==> config.mk <==
export PLATFORM = sky130hd
export DESIGN_NAME = vend_change_dispenser_flat
export DESIGN_NICKNAME = d
export VERILOG_FILES = /design/src/rtl/vend_change_dispenser_if.sv /design/src/rtl/vend_change_dispenser.sv /design/src/flat_wrapper.sv
export SDC_FILE = /design/constraint.sdc
export NUM_CORES = 1
export LEC_CHECK = 0
export BUFFER_PORTS_ARGS = -buffer_cell sky130_fd_sc_hd__buf_2
export CAP_MARGIN = 20
export CORE_AREA = 3 3 40 42
export DETAILED_ROUTE_END_ITERATION = 10
export DIE_AREA = 0 0 43 45
export GPL_TIMING_DRIVEN = 0
export PLACE_DENSITY = 0.72
export RECOVER_POWER = 50
export SYNTH_ARGS = -nofsm -noshare
export SYNTH_HDL_FRONTEND = slang
export SYNTH_SLANG_ARGS = --single-unit
==> constraint.sdc <==
create_clock -name clk -period 2 [get_ports clk]
set_input_delay 0.3 -clock clk [delete_from_list [all_inputs] [get_ports clk]]
set_output_delay 0.3 -clock clk [all_outputs]
set_load 0.01 [all_outputs]
==> src/rtl/vend_change_dispenser_if.sv <==
// Vend request/response bundle between the vending machine controller (master)
// and the change dispenser (slave).
interface vend_change_dispenser_if;
    logic       req;
    logic [1:0] item_in;
    logic [3:0] change_in;
    logic       ready;
    logic       item_drop;
    logic [1:0] item_out;
    logic       coin_valid;
    logic [3:0] coin_val;
    logic [3:0] remaining;
    logic       done;

    modport master (
        output req, item_in, change_in,
        input  ready, item_drop, item_out, coin_valid, coin_val, remaining, done
    );

    modport slave (
        input  req, item_in, change_in,
        output ready, item_drop, item_out, coin_valid, coin_val, remaining, done
    );
endinterface

==> src/rtl/vend_change_dispenser.sv <==
// Vending change dispenser: drops the requested item, then pays change greedily in 4/2/1 coins.
// Optional macro VEND_COIN_GAP_EN inserts one idle GAP cycle between consecutive coins.
module vend_change_dispenser (
    input  logic                          clk,
    input  logic                          rst,
    vend_change_dispenser_if.slave        bus
);

    localparam logic [2:0] IDLE = 3'd0;
    localparam logic [2:0] DROP = 3'd1;
    localparam logic [2:0] PAY  = 3'd2;
    localparam logic [2:0] GAP  = 3'd3;
    localparam logic [2:0] DONE = 3'd4;

    logic [2:0] state, state_nxt;
    logic [1:0] item_r;
    logic [3:0] rem_r;
    logic [3:0] coin;
    logic [3:0] rem_after;

    // Largest coin not exceeding what is still owed; zero when nothing is owed.
    always_comb begin
        coin = 4'd0;
        if (rem_r[3:2] != 2'b00)  coin = 4'd4;
        else if (rem_r[1])        coin = 4'd2;
        else if (rem_r[0])        coin = 4'd1;
    end

    assign rem_after = rem_r - coin;

    always_comb begin
        state_nxt = state;
        case (state)
            IDLE: begin
                if (bus.req) begin
                    if (bus.item_in != 2'd0)        state_nxt = DROP;
                    else if (bus.change_in != 4'd0) state_nxt = PAY;
                    else                            state_nxt = DONE;
                end
            end
            DROP: state_nxt = (rem_r != 4'd0) ? PAY : DONE;
            PAY: begin
                if (rem_after == 4'd0) state_nxt = DONE;
                else begin
`ifdef VEND_COIN_GAP_EN
                    state_nxt = GAP;
`else
                    state_nxt = PAY;
`endif
                end
            end
            GAP:     state_nxt = PAY;
            DONE:    state_nxt = IDLE;
            default: state_nxt = IDLE;
        endcase
    end

    always_ff @(posedge clk or posedge rst) begin
        if (rst) begin
            state  <= IDLE;
            item_r <= 2'd0;
            rem_r  <= 4'd0;
        end else begin
            state <= state_nxt;
            case (state)
                IDLE: begin
                    if (bus.req) begin
                        item_r <= bus.item_in;
                        rem_r  <= bus.change_in;
                    end
                end
                PAY:     rem_r  <= rem_after;
                DONE:    item_r <= 2'd0;
                default: ;
            endcase
        end
    end

    // Outputs decode straight from state so reset clears them asynchronously.
    assign bus.ready      = (state == IDLE);
    assign bus.item_drop  = (state == DROP);
    assign bus.item_out   = (state == DROP) ? item_r : 2'd0;
    assign bus.coin_valid = (state == PAY);
    assign bus.coin_val   = (state == PAY) ? coin : 4'd0;
    assign bus.remaining  = rem_r;
    assign bus.done       = (state == DONE);

endmodule

==> src/flat_wrapper.sv <==
// flat-port wrapper written by rule: the top's interface ports become plain ports
module vend_change_dispenser_flat 
  (clk, rst, bus_req, bus_item_in, bus_change_in, bus_ready, bus_item_drop, bus_item_out, bus_coin_valid, bus_coin_val, bus_remaining, bus_done);
  vend_change_dispenser_if bus_i ();
  input  logic clk;
  input  logic rst;
  input wire logic [$bits(bus_i.req)-1:0] bus_req;
  input wire logic [$bits(bus_i.item_in)-1:0] bus_item_in;
  input wire logic [$bits(bus_i.change_in)-1:0] bus_change_in;
  output wire logic [$bits(bus_i.ready)-1:0] bus_ready;
  output wire logic [$bits(bus_i.item_drop)-1:0] bus_item_drop;
  output wire logic [$bits(bus_i.item_out)-1:0] bus_item_out;
  output wire logic [$bits(bus_i.coin_valid)-1:0] bus_coin_valid;
  output wire logic [$bits(bus_i.coin_val)-1:0] bus_coin_val;
  output wire logic [$bits(bus_i.remaining)-1:0] bus_remaining;
  output wire logic [$bits(bus_i.done)-1:0] bus_done;
  assign bus_i.req = bus_req;
  assign bus_i.item_in = bus_item_in;
  assign bus_i.change_in = bus_change_in;
  assign bus_ready = bus_i.ready;
  assign bus_item_drop = bus_i.item_drop;
  assign bus_item_out = bus_i.item_out;
  assign bus_coin_valid = bus_i.coin_valid;
  assign bus_coin_val = bus_i.coin_val;
  assign bus_remaining = bus_i.remaining;
  assign bus_done = bus_i.done;
  vend_change_dispenser u_core (.clk(clk), .rst(rst), .bus(bus_i));
endmodule
# Word level (Yosys, flattened, before mapping)
# Cells that the tools add are included.
dict set report totals {
  register_bits 9
  input_bits 9
  out_inout_bits 14
  elab_cells 34
}
dict set report classes {
  addsub 1
  n_eq_ne 5
  muxes 15
  n_reduce_logical 10
}
# cell count
set op_table {}
lappend op_table {{4-bit 2-to-1 mux} 4}
lappend op_table {{3-bit 2-to-1 mux} 5}
lappend op_table {{3-bit case mux with 4 select lines} 1}
lappend op_table {{4-bit case mux with 2 select lines} 1}
lappend op_table {{2-bit nonzero test} 4}
lappend op_table {{4-bit nonzero test} 2}
lappend op_table {{3-bit by 2-bit == test with 1-bit output, second input constant} 2}
lappend op_table {{4-bit logical NOT} 1}
lappend op_table {{2-bit 2-to-1 mux} 2}
lappend op_table {{2-bit case mux with 2 select lines} 1}
lappend op_table {{2-bit AND reduction} 2}
lappend op_table {{4-bit subtractor} 1}
lappend op_table {{3-bit by 1-bit == test with 1-bit output, second input constant} 1}
lappend op_table {{3-bit == test, second input constant} 1}
lappend op_table {{3-bit logical NOT} 1}
lappend op_table {{2-bit inequality test, second input constant} 1}
lappend op_table {{1-bit 2-to-1 mux} 1}

# Depth between registers and ports, before layout
# Gate-level depths: netlist of run 1.
dict set report depth {
  word_depth 7
  ltp_mapped 6
  depth_no_buf 6
}

# Worst setup path before layout of run 1
# No wires, ideal clock.
dict set report synth_path {
  path_type {register -> register}
  start {register u_core.rem_r[2] (netlist: u_core.bus.remaining[2])}
  end {register u_core.state[1]}
  setup_time_ns 0.132
  arrival_ns 1.482
  t_required_ns 1.868
  slack_ns 0.386
  stages_incl_launch_ff 7
  n_path_buf 0
  period_less_slack_ns 1.614
  path_cell_list {dfrtp_1 > nor3_1 > and2_1 > ha_1 > xor2_1 > and3_1 > o22ai_1}
}
dict set report synth_via {
  elab_chain_len 6
  word_cells_on_any_way 8
  cone_classes {1 x add/sub; 4 x mux; 3 x reduce/logical}
}
# element line
set synth_lines {}
lappend synth_lines {{from (decl)} vend_change_dispenser.sv:17} ;# logic [3:0] rem_r;
lappend synth_lines {{from (signal assigned)} vend_change_dispenser.sv:69} ;# rem_r <= bus.change_in;
lappend synth_lines {{from (signal assigned)} vend_change_dispenser.sv:72} ;# PAY: rem_r <= rem_after;
lappend synth_lines {{2-bit nonzero test} vend_change_dispenser.sv:24} ;# if (rem_r[3:2] != 2'b00) coin = 4'd4;
lappend synth_lines {{4-bit 2-to-1 mux} vend_change_dispenser.sv:24}
lappend synth_lines {{4-bit subtractor} vend_change_dispenser.sv:29} ;# assign rem_after = rem_r - coin;
lappend synth_lines {{4-bit logical NOT} vend_change_dispenser.sv:43} ;# if (rem_after == 4'd0) state_nxt = DONE;
lappend synth_lines {{3-bit 2-to-1 mux} vend_change_dispenser.sv:43}
lappend synth_lines {{3-bit case mux with 4 select lines (*)} vend_change_dispenser.sv:33} ;# case (state)
lappend synth_lines {{to (signal assigned)} vend_change_dispenser.sv:64} ;# state <= state_nxt;
lappend synth_lines {{to (decl)} vend_change_dispenser.sv:15} ;# logic [2:0] state, state_nxt;
# Every way passes the cells marked *; elsewhere a longest branch is shown, timed or not.
# A chain may end at the register's enable or synchronous reset.

# Final worst setup path of run 1
dict set report layout_path {
  start {register u_core.state[1]}
  end {output bus_coin_val[1]}
}
dict set report layout_via {
  elab_chain_len 2
}
# element line
set layout_lines {}
lappend layout_lines {{3-bit by 2-bit == test with 1-bit output} vend_change_dispenser.sv:84} ;# assign bus.coin_val = (state == PAY) ? coin : 4'd0;
lappend layout_lines {{4-bit 2-to-1 mux} vend_change_dispenser.sv:84}
lappend layout_lines {{to (decl)} flat_wrapper.sv:14} ;# output wire logic [$bits(bus_i.coin_val)-1:0] bus_coin_val;
# No other way between the ends.

==> metrics.yaml, run 1 <==
cellPowerDensity_nw_per_um2: 1590
antenna_found_initial: 0
p_sw_share_pct: 46.6
p_switching_mw: 0.531
routed_via_density: 5.30
drv_cap: 0
synth.avg_cell_area_sq_um: 8.34
relSlewSlack_pct: 63.7
cts_buffers: 3
netlist-cell-type-count: 31
cts_setup_buffers: 0
numPortBuffers: 21
die_h_um: 45
startpoint_type: "flop"
drt-total-wl_um: 1330
layout-drive-gt1-share_pct: 25.5
insertion_delay_ps: 270
synth.area.top_cells: "dfrtp_1 (40%), nand2_1 (6.0%), nor2_1 (6.0%), and3_1 (4.4%), nor3_1 (3.5%)"
synth_top_cell_by_area: "dfrtp_1"
critPathRequiredTime_ps: 1700
routedWlPerCell_um: 12.2
p_int_mw: 0.608
grt_use_met1_pct: 20.6
synthesis.area_sq_um: 567
placed_cell_area_sq_um: 691
diodes: 0
rows: 13
r2r_end: "u_core.bus.remaining[3]"
area.sequential_sq_um: 225
post-route-min-period_ps: 1870
grt_setup_unrepaired: "no"
leakagePower_nw: 0.383
ys.warnings.count: 0
gr-usage-met3_pct: 7.97
drtPass1Iterations: 4
vdd_ir_drop_max_uv: 784
gr-usage-met2_pct: 22.5
multiInputGateArea_sq_um: 303
slew_violations: 0
grt_max_degree: 11
clkPwrFrac_pct: 12.7
cp_data_arrival_time_ps: 1570
synth_common_cells: "dfrtp_1 (9), nand2_1 (9), nor2_1 (9)"
path_max_fanout: 7
seqPwrFrac_pct: 33.0
core_area_sq_um: 1280
synthArstFlopShare_pct: 100
finalNonFillerCells: 109
cts_tree: "built"
dp_cells: 104
die_area_sq_um: 1940
fin_crit_sh_pct: 93.4
ant_nets: 0
cts_max_level: 1
skew_ps: 8.91
grt_usage_pct: 16.6
route.detailed.drc: 0
top_usage_layer: "met2"
setup_viol: 0
worstHoldPathType: "input pin to flop"
synth-edff-count: 0
start_util_pct: 44.1
hold_violations: 0
ys_seq_elements: 9
path_class: "flop to output pin"
grt_pass1_wl_um: 2290
first_global_vias: 516
clock_path_buffers: 2
worstMarginPinSlew_ps: 538
r2r_cells: 4
ys_seq_area_share_pct: 39.7
combPwrFrac_pct: 54.2
num-nets-final: 105
endpoint: "bus_coin_val[1]"
outcome: "complete, no violations"
rrSetupSlack_ps: 230
fillers: 125
hold_ws_ps: 247
tns_ps: 0
cp-end-kind: "output pin"
route.vias.total: 578
clk_pin_slew_ps: 60
max_clock_freq_ghz: 0.535
crit_start: "u_core.state[1]"
synth_nets: 78
area_delta_synth_final_pct: 26.0
dr.first_iter.drc_count: 5
gr-total-overflow: 0
synthesis.instances: 68
rr_startpoint: "u_core.state[2]"
dp_hpwl_um: 1020
globalplace.congestion: 0.811
design_area_sq_um: 714
cts_sinks: 9
die_w_um: 43
cts-root-buf: "clkbuf_4"
synth_top_area_share_pct: 39.7
ios: 23
synth_ff_type: "dfrtp_1"
-- layout make-up --
type	count	area share (%)
multi-input combinational	52	42.4
sequential	9	31.5
timing repair buffer	22	15.4
clock buffer	4	3.68
inverter	5	2.80
tap	15	2.63
buffer	2	1.58
-- placed cells by master (no fill, tap or decap), drive strengths merged, types with 3 or more instances in the layout --
cell type / Yosys / layout
nand2: 9 / 9
dfrtp: 9 / 9
inv: 4 / 4
clkbuf: 0 / 9
buf: 2 / 18
o21ai: 4 / 4
and3: 4 / 4
and2: 3 / 3
nor3: 4 / 4
nor2: 9 / 9
-- cells by family after synthesis --
group,Yosys count,share of synthesized area (%)
simple gates,36,34.2
buf+inv,7,5.74
compound gates,13,15.9
xor+xnor,1,1.55
fa+ha+maj,1,2.21
flops,9,39.7
other cells,1,0.662
-- power by group through the flow --
stage,Combinational [mW],Clock (mW),Sequential [mW]
6_report,0.617,0.145,0.376
5_1_grt,0.695,0.160,0.400
4_1_cts,0.639,0.149,0.377
3_5_place_dp,0.632,0,0.381
3_3_place_gp,0.620,0,0.380
2_1_floorplan,0.438,0,0.372
-- worst max-delay path, cell delays in order, from the launching register on --
cell,delay (ps)
dfrtp_1,470
or3b_4,440
clkinv_2,100
and3_1,150
buf_2,120
-- per-layer routing --
metal  part of all wire [%]  up-vias
met2                     48       17
met5                      0        -
met1                     43      266
met4                    3.1        0
li1                       -      288
met3                    6.2        7
-- worst min-delay path by stage --
stage | slack (ps) | endpoint | from | cells past startpoint
2_1_floorplan | 130 | u_core.bus.remaining[0] | rst | 1
3_5_place_dp | 280 | u_core.state[0] | rst | 2
4_1_cts | 250 | u_core.item_r[0] | bus_item_in[0] | 3
6_report | 250 | u_core.item_r[0] | bus_item_in[0] | 3
3_3_place_gp | 280 | u_core.bus.remaining[3] | rst | 2
5_1_grt | 270 | u_core.item_r[1] | bus_item_in[1] | 3
-- flip-flops by register name (all words and copies together), names as in the netlist --
register / count
u_core.bus.remaining: 4
u_core.state: 3
u_core.item_r: 2
-- repair_timing --
item | in CTS | in global routing
hold endpoints to repair | 9 | 0
hold buffers | 1 | 0
resized for setup | 0 | 0
-- stage by stage --
stage / total power [mW] / utilization [%] / worst slack [ps]
2_1_floorplan: 0.810 / - / 386
3_3_place_gp: 0.999 / 53.7 / 243
3_5_place_dp: 1.01 / 53.7 / 237
4_1_cts: 1.17 / 56.6 / 126
5_1_grt: 1.26 / 55.6 / 52.4
6_report: 1.14 / 55.6 / 132
No activity file was read; power rests on OpenSTA's default activity.
==> run 2, diff against run 1 <==
--- a/config.mk
+++ b/config.mk
@@ -5,14 +5,14 @@
 export SDC_FILE = /design/constraint.sdc
 export NUM_CORES = 1
 export LEC_CHECK = 0
-export BUFFER_PORTS_ARGS = -buffer_cell sky130_fd_sc_hd__buf_2
 export CAP_MARGIN = 20
 export CORE_AREA = 3 3 40 42
 export DETAILED_ROUTE_END_ITERATION = 10
 export DIE_AREA = 0 0 43 45
+export DONT_BUFFER_PORTS = 1
 export GPL_TIMING_DRIVEN = 0
-export PLACE_DENSITY = 0.72
 export RECOVER_POWER = 50
 export SYNTH_ARGS = -nofsm -noshare
 export SYNTH_HDL_FRONTEND = slang
 export SYNTH_SLANG_ARGS = --single-unit
+export TNS_END_PERCENT = 30
==> run 2 against run 1 <==
Clock-buffer cell count shrank 1. Sequential power is 5.3% higher. Via count fell by 15%. Combinational power decreased by 17%. Largest power group unchanged. Highest routed layer unchanged. Hold slack lost 96 ps. Routed wire length shrank 7.5%. Maximum frequency grew 0.36%. Register-to-register slack worse by 90 ps. Total power shrank 7.9%.
==> metrics.yaml, run 2 (same netlist as run 1, synthesis figures left out) <==
area_delta_synth_final_pct: 8.61
clk_pin_slew_ps: 60
dr.first_iter.drc_count: 7
cts_tree: "built"
hold_ws_ps: 152
final_cell_mix: "nor2_1 (9), nand2_1 (9), dfrtp_1 (9)"
die_w_um: 43
ant_nets: 0
clkPwrFrac_pct: 13.4
worstHoldPathType: "input pin to flop"
cts_buffers: 3
cts-root-buf: "clkbuf_4"
cp_data_arrival_time_ps: 2000
critPathRequiredTime_ps: 2140
path_max_fanout: 7
num-nets-final: 84
numPortBuffers: 0
min_to: "u_core.item_r[1]"
cts_sinks: 9
cp_slowest_cell: "dfrtp_1"
r2r_end: "u_core.state[1]"
p_sw_share_pct: 48.1
dp_hpwl_um: 961
fin_crit_sh_pct: 93.0
core_area_sq_um: 1280
drtPass1Iterations: 5
clock_path_buffers: 2
fillers: 125
rrSetupSlack_ps: 140
outcome: "complete, no violations"
grt_setup_unrepaired: "no"
multiInputGateArea_sq_um: 303
cts_max_level: 1
min_from: "bus_item_in[1]"
layout-drive-gt1-share_pct: 11.0
skew_ps: 4.12
antenna_found_initial: 0
crit_buf_inv: 0
cellPowerDensity_nw_per_um2: 1700
diodes: 0
area.sequential_sq_um: 225
seqPwrFrac_pct: 37.8
hold_violations: 0
route.vias.total: 493
cp-end-kind: "flop"
relSlewSlack_pct: 64.1
gr-total-overflow: 0
insertion_delay_ps: 260
die_h_um: 45
grt_max_degree: 11
p_int_mw: 0.544
startpoint_type: "flop"
path_class: "flop to flop"
grt_usage_pct: 14.4
worstMarginPinSlew_ps: 535
rr_startpoint: "u_core.bus.remaining[3]"
cp.depth: 6
cts_setup_buffers: 0
post-route-min-period_ps: 1860
vdd_ir_drop_max_uv: 681
globalplace.congestion: 0.788
ios: 23
tns_ps: 0
combPwrFrac_pct: 48.8
grt_pass1_wl_um: 2020
largest_register_ffs: 4
drt-total-wl_um: 1230
cp_cell_sequence: "nor3_1 > and2_1 > ha_1 > xor2_1 > and3_1 > o22ai_1"
routedWlPerCell_um: 14.0
first_global_vias: 473
setup_viol: 0
leakagePower_nw: 0.303
start_util_pct: 44.1
slew_violations: 0
die_area_sq_um: 1940
max_clock_freq_ghz: 0.537
rows: 13
p_switching_mw: 0.504
drv_cap: 0
route.detailed.drc: 0
r2r_cells: 6
routed_via_density: 5.60
cp_slowest_stage_delay_ps: 490
path_delay_family: "simple AND/OR/NAND/NOR gates"
hold_depth: 2
## run 2: power by group through the flow
stage / clock, mW / combinational [mW] / sequential, mW
6_report: 0.140 / 0.511 / 0.396
2_1_floorplan: 0 / 0.438 / 0.372
4_1_cts: 0.144 / 0.520 / 0.399
5_1_grt: 0.157 / 0.589 / 0.414
3_5_place_dp: 0 / 0.518 / 0.402
3_3_place_gp: 0 / 0.515 / 0.401
## run 2: cell type report
| class | instances | area share [%] |
|---|---|---|
| Inverter | 5 | 3.25 |
| Clock inverter | 1 | 0.813 |
| Multi-Input combinational cell | 52 | 49.2 |
| Clock buffer | 3 | 3.66 |
| Tap cell | 15 | 3.05 |
| Sequential cell | 9 | 36.6 |
| Timing Repair Buffer | 1 | 1.63 |
| Buffer | 2 | 1.83 |
## run 2: repair_timing
item,in CTS,in global routing
hold buffers,1,0
resized for setup,0,0
endpoints found under the hold margin,9,0
## run 2: worst reg2reg max path, cell delays in order, from the launching register on
cell and delay, ps:
dfrtp_1 490, nor3_1 420, and2_1 190, ha_1 200
xor2_1 190, and3_1 170, o22ai_1 80
## run 2: layer usage
layer | up-vias | routed length [um] | GRT usage (%)
li1 | 248 | - | -
met1 | 227 | 586 | 18.9
met2 | 16 | 561 | 20.7
met3 | 2 | 73 | 7.97
met4 | 0 | 8 | 3.61
met5 | - | 0 | 0
## run 2: through the flow
step	total power [mW]	worst slack (ps)	area [sq um]	cells	util, %
after floorplan	0.810	386	567	68	-
after global placement	0.916	177	586	83	45.6
after detailed placement	0.920	176	586	83	45.6
after CTS	1.06	155	623	88	48.5
after global routing	1.16	10.3	616	88	47.9
final	1.05	139	616	88	47.9
## run 2: worst max-delay path by stage
stage | startpoint | endpoint | slack (ps)
2_1_floorplan | u_core.bus.remaining[2] | u_core.state[1] | 390
3_3_place_gp | u_core.bus.remaining[3] | u_core.state[1] | 180
3_5_place_dp | u_core.bus.remaining[2] | u_core.state[1] | 180
4_1_cts | u_core.bus.remaining[3] | u_core.state[1] | 160
5_1_grt | u_core.bus.remaining[3] | u_core.state[1] | 10
6_report | u_core.bus.remaining[3] | u_core.state[1] | 140
